## src/rtl/hamming_scrubber_32.sv

```systemverilog
// hamming_scrubber_32: background SEC scrubber that walks a Hamming(38,32) store, corrects single-bit errors in place and flags uncorrectable entries
// Ports:
//   clk, rst_n             clock (rising edge) and asynchronous active-low reset
//   start, hold            pass trigger pulse; core owns the storage port while hold is high
//   mem_addr, mem_rd_en    storage address and read strobe (mem_rdata valid one cycle later)
//   mem_rdata              codeword read back from storage
//   mem_wr_en, mem_wdata   write strobe and corrected codeword
//   busy, done             pass in progress; one-cycle end-of-pass pulse
//   corr_cnt, uncorr_cnt   saturating per-pass counts of corrected and uncorrectable entries
//   err_addr, err_irq      last uncorrectable address; sticky flag cleared by the next start
module hamming_scrubber_32 #(
    parameter int DEPTH = 32,
    parameter int AW    = 5,
    parameter int CW    = 38,
    parameter int CNT_W = 8
) (
    input  logic             clk,
    input  logic             rst_n,
    input  logic             start,
    input  logic             hold,
    output logic [AW-1:0]    mem_addr,
    output logic             mem_rd_en,
    input  logic [CW-1:0]    mem_rdata,
    output logic             mem_wr_en,
    output logic [CW-1:0]    mem_wdata,
    output logic             busy,
    output logic             done,
    output logic [CNT_W-1:0] corr_cnt,
    output logic [CNT_W-1:0] uncorr_cnt,
    output logic [AW-1:0]    err_addr,
    output logic             err_irq
);
    localparam logic [2:0] S_IDLE = 3'd0;
    localparam logic [2:0] S_RD   = 3'd1;
    localparam logic [2:0] S_WAIT = 3'd2;
    localparam logic [2:0] S_CHK  = 3'd3;
    localparam logic [2:0] S_WR   = 3'd4;
    localparam logic [2:0] S_NEXT = 3'd5;
    localparam logic [2:0] S_DONE = 3'd6;
    localparam logic [5:0]       SYN_MAX = 6'(CW);
    localparam logic [CNT_W-1:0] CNT_MAX = '1;
    localparam logic [AW-1:0]    PTR_END = AW'(DEPTH - 1);

    logic [2:0]       r_state;
    logic [AW-1:0]    r_ptr;
    logic [CW-1:0]    r_word;
    logic [CW-1:0]    r_fix;
    logic [CNT_W-1:0] r_corr;
    logic [CNT_W-1:0] r_uncorr;
    logic [AW-1:0]    r_err_addr;
    logic             r_err_irq;
    logic [5:0]       w_syn;
    logic [CW-1:0]    w_fixed;
    logic             w_corr;
    logic             w_uncorr;

    // Syndrome bit i covers every position (1-based) with bit i set, parity bits included
    always_comb begin
        w_syn = '0;
        for (int p = 1; p <= CW; p++)
            for (int i = 0; i < 6; i++)
                if (p[i]) w_syn[i] = w_syn[i] ^ r_word[p-1];
    end

    assign w_corr   = (w_syn != 6'd0) && (w_syn <= SYN_MAX);
    assign w_uncorr = w_syn > SYN_MAX;
    assign w_fixed  = r_word ^ (CW'(1) << (w_syn - 6'd1));

    always_ff @(posedge clk or negedge rst_n) begin
        if (!rst_n) begin
            r_state    <= S_IDLE;
            r_ptr      <= '0;
            r_word     <= '0;
            r_fix      <= '0;
            r_corr     <= '0;
            r_uncorr   <= '0;
            r_err_addr <= '0;
            r_err_irq  <= 1'b0;
        end else begin
            case (r_state)
                S_IDLE: if (start) begin
                    r_corr    <= '0;
                    r_uncorr  <= '0;
                    r_err_irq <= 1'b0;
                    r_ptr     <= '0;
                    r_state   <= S_RD;
                end
                S_RD: r_state <= hold ? S_RD : S_WAIT;
                // The read was issued last cycle; hold no longer matters for it
                S_WAIT: begin
                    r_word  <= mem_rdata;
                    r_state <= S_CHK;
                end
                S_CHK: begin
                    r_fix <= w_fixed;
                    if (w_corr) r_corr <= (r_corr == CNT_MAX) ? r_corr : r_corr + 1'b1;
                    if (w_uncorr) begin
                        r_uncorr   <= (r_uncorr == CNT_MAX) ? r_uncorr : r_uncorr + 1'b1;
                        r_err_addr <= r_ptr;
                        r_err_irq  <= 1'b1;
                    end
                    r_state <= w_corr ? S_WR : S_NEXT;
                end
                S_WR: r_state <= hold ? S_WR : S_NEXT;
                S_NEXT: begin
                    r_ptr   <= (r_ptr == PTR_END) ? r_ptr : r_ptr + 1'b1;
                    r_state <= (r_ptr == PTR_END) ? S_DONE : S_RD;
                end
                default: r_state <= S_IDLE;
            endcase
        end
    end

    assign mem_addr   = r_ptr;
    assign mem_rd_en  = (r_state == S_RD) && !hold;
    assign mem_wr_en  = (r_state == S_WR) && !hold;
    assign mem_wdata  = r_fix;
    assign busy       = r_state != S_IDLE;
    assign done       = r_state == S_DONE;
    assign corr_cnt   = r_corr;
    assign uncorr_cnt = r_uncorr;
    assign err_addr   = r_err_addr;
    assign err_irq    = r_err_irq;
endmodule

```

## config.mk

```make
export PLATFORM = sky130hd
export DESIGN_NAME = hamming_scrubber_32
export DESIGN_NICKNAME = d
export VERILOG_FILES = /design/src/rtl/hamming_scrubber_32.sv
export SDC_FILE = /design/constraint.sdc
export NUM_CORES = 1
export LEC_CHECK = 0
export ABC_AREA = 1
export CAP_MARGIN = 20
export CORE_UTILIZATION = 40
export CTS_CLUSTER_DIAMETER = 80
export DETAILED_ROUTE_END_ITERATION = 8
export GPL_TIMING_DRIVEN = 0
export PLACE_DENSITY_LB_ADDON = 0.05
export SLEW_MARGIN = 20
export SYNTH_ARGS = -nofsm -noshare
export SYNTH_HDL_FRONTEND = slang
export SYNTH_SLANG_ARGS = --single-unit
```

## constraint.sdc

```tcl
create_clock -name clk -period 3 [get_ports clk]
set_clock_uncertainty 0.15 [all_clocks]
set_input_delay 0.6 -clock clk [delete_from_list [all_inputs] [get_ports clk]]
set_output_delay 0.6 -clock clk [all_outputs]
set_load 0.1 [all_outputs]
```

==> results.json, run 1 <==
{
  "start_util_pct": 41.4,
  "final_cell_area_um2": 8450,
  "nets": 1125,
  "placementRows": 46,
  "hold_viol_final": 0,
  "regToRegStartpoint": "r_word[20]",
  "post-dp-hpwl_um": 15600,
  "cp-end-kind": "output pin",
  "port_buffers": 110,
  "area_delta_synth_final_pct": 26.5,
  "synth-seq-cells": 106,
  "grt_pass1_wl_um": 32600,
  "max_freq_mhz": 346,
  "cts.clk_slew.worst_paths_ns": 0.07,
  "final_util_pct": 52.4,
  "drtIter0Drc": 443,
  "r2r.worst_path.cells": 14,
  "syn_inst": 955,
  "clk_path_buf_depth": 2,
  "syn_area_per_cell_um2": 6.99,
  "period_share_pct": 96.2,
  "setup_viol": 0,
  "yosysUniqueCellTypes": 41,
  "clk_latency_ns": 0.36,
  "io_pins": 111,
  "fillers": 1631,
  "synth_nets": 1001,
  "criticalPathCategory": "flop to output pin",
  "grt_max_degree": 65,
  "first_pass_iters": 5,
  "min_period_ns": 2.89,
  "core-area_um2": 16100,
  "dieArea_um2": 17200,
  "die_y_um": 131,
  "drtAntennaViolNets": 0,
  "worst_ep_required_time_ns": 2.25,
  "syn_area_um2": 6680,
  "diodes": 0,
  "hp-class": "input pin to async pin",
  "clock_sinks": 106,
  "slew_headroom_pct": 32.9,
  "cts_tree": "yes",
  "drt_wl_total_um": 20700,
  "yosysWarnings": 0,
  "place_congestion": 0.912,
  "rsz0062_at_grt": "false",
  "reg2reg_slack_ns": 0.19,
  "maxSlewViolCount": 0,
  "worstMarginPinSlew_ns": 1.00,
  "grt_usage_pct": 24.6,
  "busiest_layer": "met2",
  "use_met3_pct": 4.55,
  "wire_per_inst_um": 16.0,
  "synth_flop_cell": "dfrtp_1",
  "dpl_cell_area_um2": 8080,
  "synth-edff-count": 0,
  "vias": 6531,
  "avgViaCountPerCell": 5.03,
  "status": "finished clean",
  "gr-usage-met2_pct": 36.4,
  "critical_path_arrival_ns": 2.14,
  "cap_violations": 0,
  "root_buffer": "clkbuf_16",
  "die_w_um": 131,
  "rr_endpoint": "mem_wdata[20]",
  "ctsHoldBuffers": 0,
  "grt_use_met1_pct": 35.9,
  "htree_levels": 3,
  "antenna_found_initial": 0,
  "cp_max_fo": 4,
  "startpoint_type": "flop",
  "grt.overflow.total": 0,
  "async_reset_ff_share_pct": 100,
  "numCtsBuffers": 9,
  "drc": 0,
  "grt_pass1_vias": 5876,
  "drive_gt1_share_pct": 9.98,
  "yosysSeqAreaShare_pct": 39.7
}
-- critical path: stages, from the launching register on --
cell	delay, ns
dfrtp_1	0.39
inv_1	0.09
nor3_2	0.15
clkdlybuf4s50_1	1.15
-- worst max-delay path by stage --
| stage | from | slack [ns] | endpoint | cells after the start |
|---|---|---|---|---|
| after global routing | r_word[14] | 0.002 | mem_wdata[17] | 18 |
| after detailed placement | hold | -0.12 | mem_rd_en | 3 |
| after CTS | r_state[2] | 0.10 | done | 3 |
| final | r_state[2] | 0.11 | done | 3 |
| after global placement | rst_n | -3.12 | err_addr[0] | 1 |
| after floorplan | r_state[1] | 0.35 | mem_wr_en | 3 |
-- timing repair --
| action | in CTS | in global routing |
|---|---|---|
| setup endpoints to repair | 2 | 33 |
| setup buffers | 0 | 2 |
| gates resized for setup | 2 | 22 |
| pin swaps | 0 | 2 |
-- metrics by stage --
stage / worst slack [ns] / cells / hold WS, ns / setup TNS (ns)
6_report: 0.113 / 1298 / 0.00545 / 0
5_1_grt: 0.00189 / 1298 / 0.0391 / 0
4_1_cts: 0.101 / 1296 / 0.0166 / 0
3_5_place_dp: -0.123 / 1282 / 0.314 / -0.214
3_3_place_gp: -3.12 / 1281 / 0.314 / -330.12
2_1_floorplan: 0.355 / 955 / 0.154 / 0
-- cell type report --
class	instances	area (um^2)	share of cell area [%]
multi-input combinational	712	3500	41.4
clock inverter	5	65.1	0.770
buffer	34	203	2.40
inverter	103	387	4.58
tap	216	270	3.20
sequential	106	2660	31.4
clock buffer	9	225	2.67
timing repair buffer	113	1140	13.5
-- routing by layer --
metal  wire length [um]  part of all wire (%)
met5                  0                     0
met4                453                   2.2
met3               1080                   5.2
met2               8980                    43
met1              10200                    49
-- flip-flops by register name, summed over array words and instances (netlist names) --
signal,flops
uncorr_cnt,8
r_word,38
err_irq,1
r_state,3
corr_cnt,8
mem_wdata,38
mem_addr,5
err_addr,5
-- Yosys cell counts (2+ instances only) --
master	instances	share of area, %
nand2_1	334	19
nand3_1	114	8.5
dfrtp_1	106	40
inv_1	88	4.9
nor2_1	75	4.2
a21oi_1	45	3.4
nand4_1	25	2.3
xor2_1	19	2.5
inv_2	14	0.79
o21ai_0	14	1.0
clkbuf_1	12	0.67
xnor2_1	12	1.6
nand2_2	10	0.94
nand2_4	9	1.5
o21ai_1	9	0.67
nor3_1	8	0.60
buf_6	7	1.2
or2_2	6	0.56
buf_1	5	0.28
buf_2	5	0.37
buf_4	4	0.45
ha_1	4	0.75
nand3b_1	4	0.45
a31oi_1	3	0.28
nand3_2	3	0.45
nor2_2	3	0.28
nor2_4	2	0.34
nor2_8	2	0.60
-- placed cells by master, fill, tap and decap left out, types with 6 or more instances in the layout --
cell / count
clkbuf_16: 9
inv_2: 19
a21oi_1: 45
clkdlybuf4s50_1: 107
o21ai_0: 14
nand4_1: 25
inv_1: 83
or2_2: 6
dfrtp_1: 103
nand2_4: 10
buf_4: 6
o21ai_1: 9
xor2_1: 18
nand2_1: 333
xnor2_1: 12
buf_6: 8
nor2_1: 70
clkbuf_1: 12
nand3_1: 114
nand2_2: 10
-- cells by family (layout without fill, tap and decap cells) --
kind of cell    Yosys count  after routing  synth area share (%)
xor+xnor                 32             32                  4.31
flops                   106            106                  39.7
simple gates            601            601                  40.5
mux                       1              1                 0.169
fa+ha+maj                 4              4                 0.750
buf+inv                 137            264                  8.83
compound gates           74             74                  5.72
Power of run 1 is left out: the tool's default activity adds up to more than one toggle a clock period on the data nets, which glitch-free logic cannot reach.
==> inputs of run 2 (changes only) <==
- SLEW_MARGIN: 20 -> not set
- clock period: 3 -> 3.2 ns (I/O delays scaled with it)
==> run 2 against run 1 <==
Net effect: die area is the same; final cell count shrank 0.15%; worst setup slack gained 0.13 ns; hold slack gained 0.13 ns; register-to-register slack gained 0.05 ns; first-iteration DRC count shrank 0.90%; sequential share of layout area grew 0.25 points; cell area shrank 0.92%; global-route usage is the same; sequential cell count is the same; via count shrank 0.61%; count of clock-buffer cells in the layout is the same.
==> results.json, run 2 (synthesis results as in run 1) <==
{
  "nets": 1123,
  "grt_usage_pct": 24.6,
  "final_cell_area_um2": 8370,
  "maxSlewViolCount": 0,
  "die_y_um": 131,
  "slew_headroom_pct": 32.9,
  "die_w_um": 131,
  "start_util_pct": 41.4,
  "startpoint_type": "flop",
  "critical-path-top-delay-family": "simple AND/OR/NAND/NOR gates",
  "final_common_cell": "nand2_1",
  "drive_gt1_share_pct": 8.24,
  "avgViaCountPerCell": 5.01,
  "criticalPathCategory": "flop to flop",
  "hold_viol_final": 0,
  "crit_cells": 14,
  "cpPeakStageDelay_ns": 0.45,
  "clk_path_buf_depth": 2,
  "reg2reg_slack_ns": 0.24,
  "cpMostUsedCell": "nand2_1",
  "grt_pass1_wl_um": 32600,
  "regToRegStartpoint": "r_word[20]",
  "endpoint": "mem_wdata[20]",
  "min_period_ns": 2.96,
  "cp_max_fo": 7,
  "finalSetupTns_ns": 0,
  "cap_violations": 0,
  "cp-end-kind": "flop",
  "grt_max_degree": 65,
  "final_util_pct": 51.9,
  "clk_latency_ns": 0.36,
  "drtIter0Drc": 439,
  "drc": 0,
  "placementRows": 46,
  "dieArea_um2": 17200,
  "cp_cell_sequence": "inv_2 -> nand2_1 -> nand2_1 -> xor2_1 -> xor2_1 -> nand3_1 -> nand2_4 -> inv_1 -> nor2_1 -> nand2_1 -> nor2_1 -> nand4_1 -> nand3_1 -> nand2_1",
  "hp-class": "input pin to async pin",
  "first_pass_iters": 5,
  "antenna_found_initial": 0,
  "status": "finished clean",
  "crit_buf_inv": 2,
  "critical_path_arrival_ns": 3.06,
  "cts.clk_slew.worst_paths_ns": 0.07,
  "clock_sinks": 106,
  "max_freq_mhz": 338,
  "wire_per_inst_um": 15.9,
  "numCtsBuffers": 9,
  "diodes": 0,
  "vias": 6491,
  "port_buffers": 110,
  "crit_slowest_cell": "dfrtp_1",
  "core-area_um2": 16100,
  "setup_viol": 0,
  "grt_pass1_vias": 5876,
  "grt.overflow.total": 0,
  "layout_common_cells": "nand2_1 (334), nand3_1 (114), clkdlybuf4s50_1 (107), dfrtp_1 (106), inv_1 (88)",
  "htree_levels": 3,
  "drtAntennaViolNets": 0,
  "r2r.worst_path.cells": 14,
  "place_congestion": 0.912,
  "post-dp-hpwl_um": 15600,
  "rr_endpoint": "mem_wdata[20]",
  "crit_start": "r_word[20]",
  "dpl_cell_area_um2": 8080,
  "root_buffer": "clkbuf_16",
  "ctsHoldBuffers": 0,
  "io_pins": 111,
  "period_share_pct": 92.5,
  "drt_wl_total_um": 20600,
  "worst_ep_required_time_ns": 3.30,
  "worstMarginPinSlew_ns": 1.00,
  "cts_tree": "yes",
  "rsz0062_at_grt": "false",
  "area_delta_synth_final_pct": 25.4
}
==> run 2: timing repair <==
item,CTS,global route
resized for setup,1,1
setup buffers,0,0
endpoints found under the setup margin,1,1
==> run 2: final cells by class <==
cell class                      count  area [um^2]
Buffer                             34          203
Clock inverter                      5         65.1
Sequential cell                   106         2650
Clock buffer                        9          225
Tap cell                          216          270
Inverter                          103          387
Fill cell                        1640         7740
Multi-Input combinational cell    712         3440
Timing Repair Buffer              111         1130
==> run 2: metal layers <==
metal  part of all wire, %  track usage [%]  vias up
li1                      -                -     3286
met5                     0                0        -
met2                    43             36.4      195
met1                    49             35.9     2987
met3                   5.5             4.55       23
met4                   2.3             8.10        0
==> run 2: worst min-delay path by stage <==
stage	startpoint	cells after the start	slack, ns	endpoint
3_5_place_dp	mem_wdata[21]	2	0.31	mem_wdata[21]
6_report	rst_n	1	0.13	r_word[12]
5_1_grt	rst_n	1	0.18	r_word[11]
3_3_place_gp	mem_wdata[5]	2	0.31	mem_wdata[5]
4_1_cts	rst_n	1	0.15	r_word[11]
2_1_floorplan	rst_n	0	0.19	corr_cnt[0]
==> run 2: worst reg2reg max path, stage by stage, from the launching register on <==
cell	delay, ns
dfrtp_1	0.45
inv_2	0.14
nand2_1	0.07
nand2_1	0.07
xor2_1	0.20
xor2_1	0.32
nand3_1	0.17
nand2_4	0.17
inv_1	0.09
nor2_1	0.16
nand2_1	0.09
nor2_1	0.43
nand4_1	0.15
nand3_1	0.12
nand2_1	0.06
==> run 2: stage by stage <==
step,hold slack (ns),setup slack [ns],instances
floorplan,0.194,0.497,955
global placement,0.314,-2.96,1281
detailed placement,0.314,-0.00269,1282
CTS,0.146,0.0258,1296
global route,0.181,0.0279,1296
finish,0.135,0.241,1296
Power of run 2 is left out for the same reason.
==> inputs of run 3 (changes only) <==
--- a/constraint.sdc
+++ b/constraint.sdc
@@ -4,2 +4,2 @@
 set_output_delay 0.64 -clock clk [all_outputs]
-set_load 0.1 [all_outputs]
+set_load 0.02 [all_outputs]
==> run 3 against run 2 <==
Net effect: fmax shrank 0.36%; count of clock-buffer cells in the layout did not move; register-to-register slack is essentially flat; critical path type unchanged; largest cell class unchanged; highest routed layer unchanged.
==> results.json, run 3 (synthesis results as in run 1) <==
{
  "core-area_um2": 16100,
  "grt.overflow.total": 0,
  "cts_tree": "yes",
  "placed_cells": 1282,
  "ctsResizeCount": 0,
  "status": "finished clean",
  "final_cells": 1298,
  "grt_pass1_wl_um": 32900,
  "drtAntennaViolNets": 0,
  "maxSlewViolCount": 0,
  "cap_violations": 0,
  "numCtsBuffers": 9,
  "dieArea_um2": 17200,
  "grt_use_met1_pct": 36.6,
  "drc": 0,
  "place_ws_ns": 0.330,
  "nets": 1123,
  "final_common_cell": "nand2_1",
  "critical_path_arrival_ns": 3.07,
  "area_delta_synth_final_pct": 25.1,
  "clk_path_buf_depth": 2,
  "criticalPathCategory": "flop to flop",
  "vias": 6493,
  "final_cell_area_um2": 8350,
  "diodes": 0,
  "die_w_um": 131,
  "fin_ws_ns": 0.230,
  "start_util_pct": 41.4,
  "cp-end-kind": "flop",
  "grt_pass1_vias": 5918,
  "root_buffer": "clkbuf_16",
  "hp-class": "input pin to async pin",
  "cts_setup_buffers": 0,
  "hold_viol_final": 0,
  "avgViaCountPerCell": 5.00,
  "htree_levels": 3,
  "clk_latency_ns": 0.36,
  "first_pass_iters": 4,
  "drive_gt1_share_pct": 8.32,
  "rsz0062_at_grt": "false",
  "grt_usage_pct": 24.7,
  "ctsHoldBuffers": 0,
  "layout_common_cells": "nand2_1 (334), nand3_1 (114), clkdlybuf4s50_1 (109), dfrtp_1 (106), inv_1 (88)",
  "busiest_layer": "met2",
  "antenna_found_initial": 0,
  "slew_headroom_pct": 46.3,
  "place_congestion": 0.910,
  "worstMarginPinSlew_ns": 0.800,
  "post-dp-hpwl_um": 15600,
  "period_share_pct": 92.8,
  "die_y_um": 131,
  "hold_ws_ns": 0.112,
  "use_met3_pct": 4.21,
  "startpoint_type": "flop",
  "gr-usage-met2_pct": 37.3,
  "cp_max_fo": 7,
  "worst_ep_required_time_ns": 3.30,
  "port_buffers": 110,
  "drtIter0Drc": 496,
  "setup_viol": 0,
  "dpl_cell_area_um2": 8070,
  "min_period_ns": 2.97,
  "cts.clk_slew.worst_paths_ns": 0.08,
  "io_pins": 111,
  "placementRows": 46,
  "clock_sinks": 106,
  "drt_wl_total_um": 20700,
  "max_freq_mhz": 337,
  "grt_max_degree": 67,
  "wire_per_inst_um": 15.9
}
run 3: path summary, 6_finish.rpt:
| path | start | to | slack [ns] | cells past startpoint |
|---|---|---|---|---|
| hold / removal | rst_n | mem_wdata[11] | 0.11 | 1 |
| hold reg to reg | mem_wdata[5] | mem_wdata[5] | 0.33 | 2 |
| setup reg to reg | r_word[22] | mem_wdata[20] | 0.23 | 19 |
| max in group asynchronous | rst_n | mem_addr[4] | 2.06 | 2 |
| min in group clk | mem_wdata[5] | mem_wdata[5] | 0.33 | 2 |
| setup / recovery | r_word[22] | mem_wdata[20] | 0.23 | 19 |
run 3: per-layer routing:
layer	wire length [um]	vias to the layer above
li1	-	3285
met1	10300	2991
met2	8990	201
met3	1140	16
met4	263	0
met5	0	-
run 3: area by class of cell:
class / count / area, um^2
Fill cell: 1653 / 7760
Multi-Input combinational cell: 712 / 3440
Sequential cell: 106 / 2650
Timing Repair Buffer: 111 / 1130
Inverter: 103 / 387
Tap cell: 216 / 270
Clock buffer: 9 / 225
Buffer: 34 / 203
Clock inverter: 7 / 53.8
run 3: worst max-delay path, cell delays in order, from the launching register on:
cell and delay, ns:
dfrtp_1 0.36, buf_2 0.18, inv_1 0.20, nand2_1 0.10, nand2_1 0.07, nand2_1 0.05
nand2_1 0.11, inv_1 0.05, nand2_1 0.07, nand2_1 0.06, nand2_1 0.07, nand3_1 0.11
nand2_4 0.17, inv_1 0.09, nor2_1 0.16, nand2_1 0.10, nor2_1 0.41, nand4_1 0.15
nand3_1 0.12, nand2_1 0.06
run 3: per-stage QoR:
| stage | setup TNS [ns] | util [%] |
|---|---|---|
| 2_1_floorplan | 0 | - |
| 3_3_place_gp | -315.49 | 49.9 |
| 3_5_place_dp | 0 | 50.1 |
| 4_1_cts | 0 | 51.8 |
| 5_1_grt | 0 | 51.8 |
| 6_report | 0 | 51.8 |
Power of run 3 is left out for the same reason.
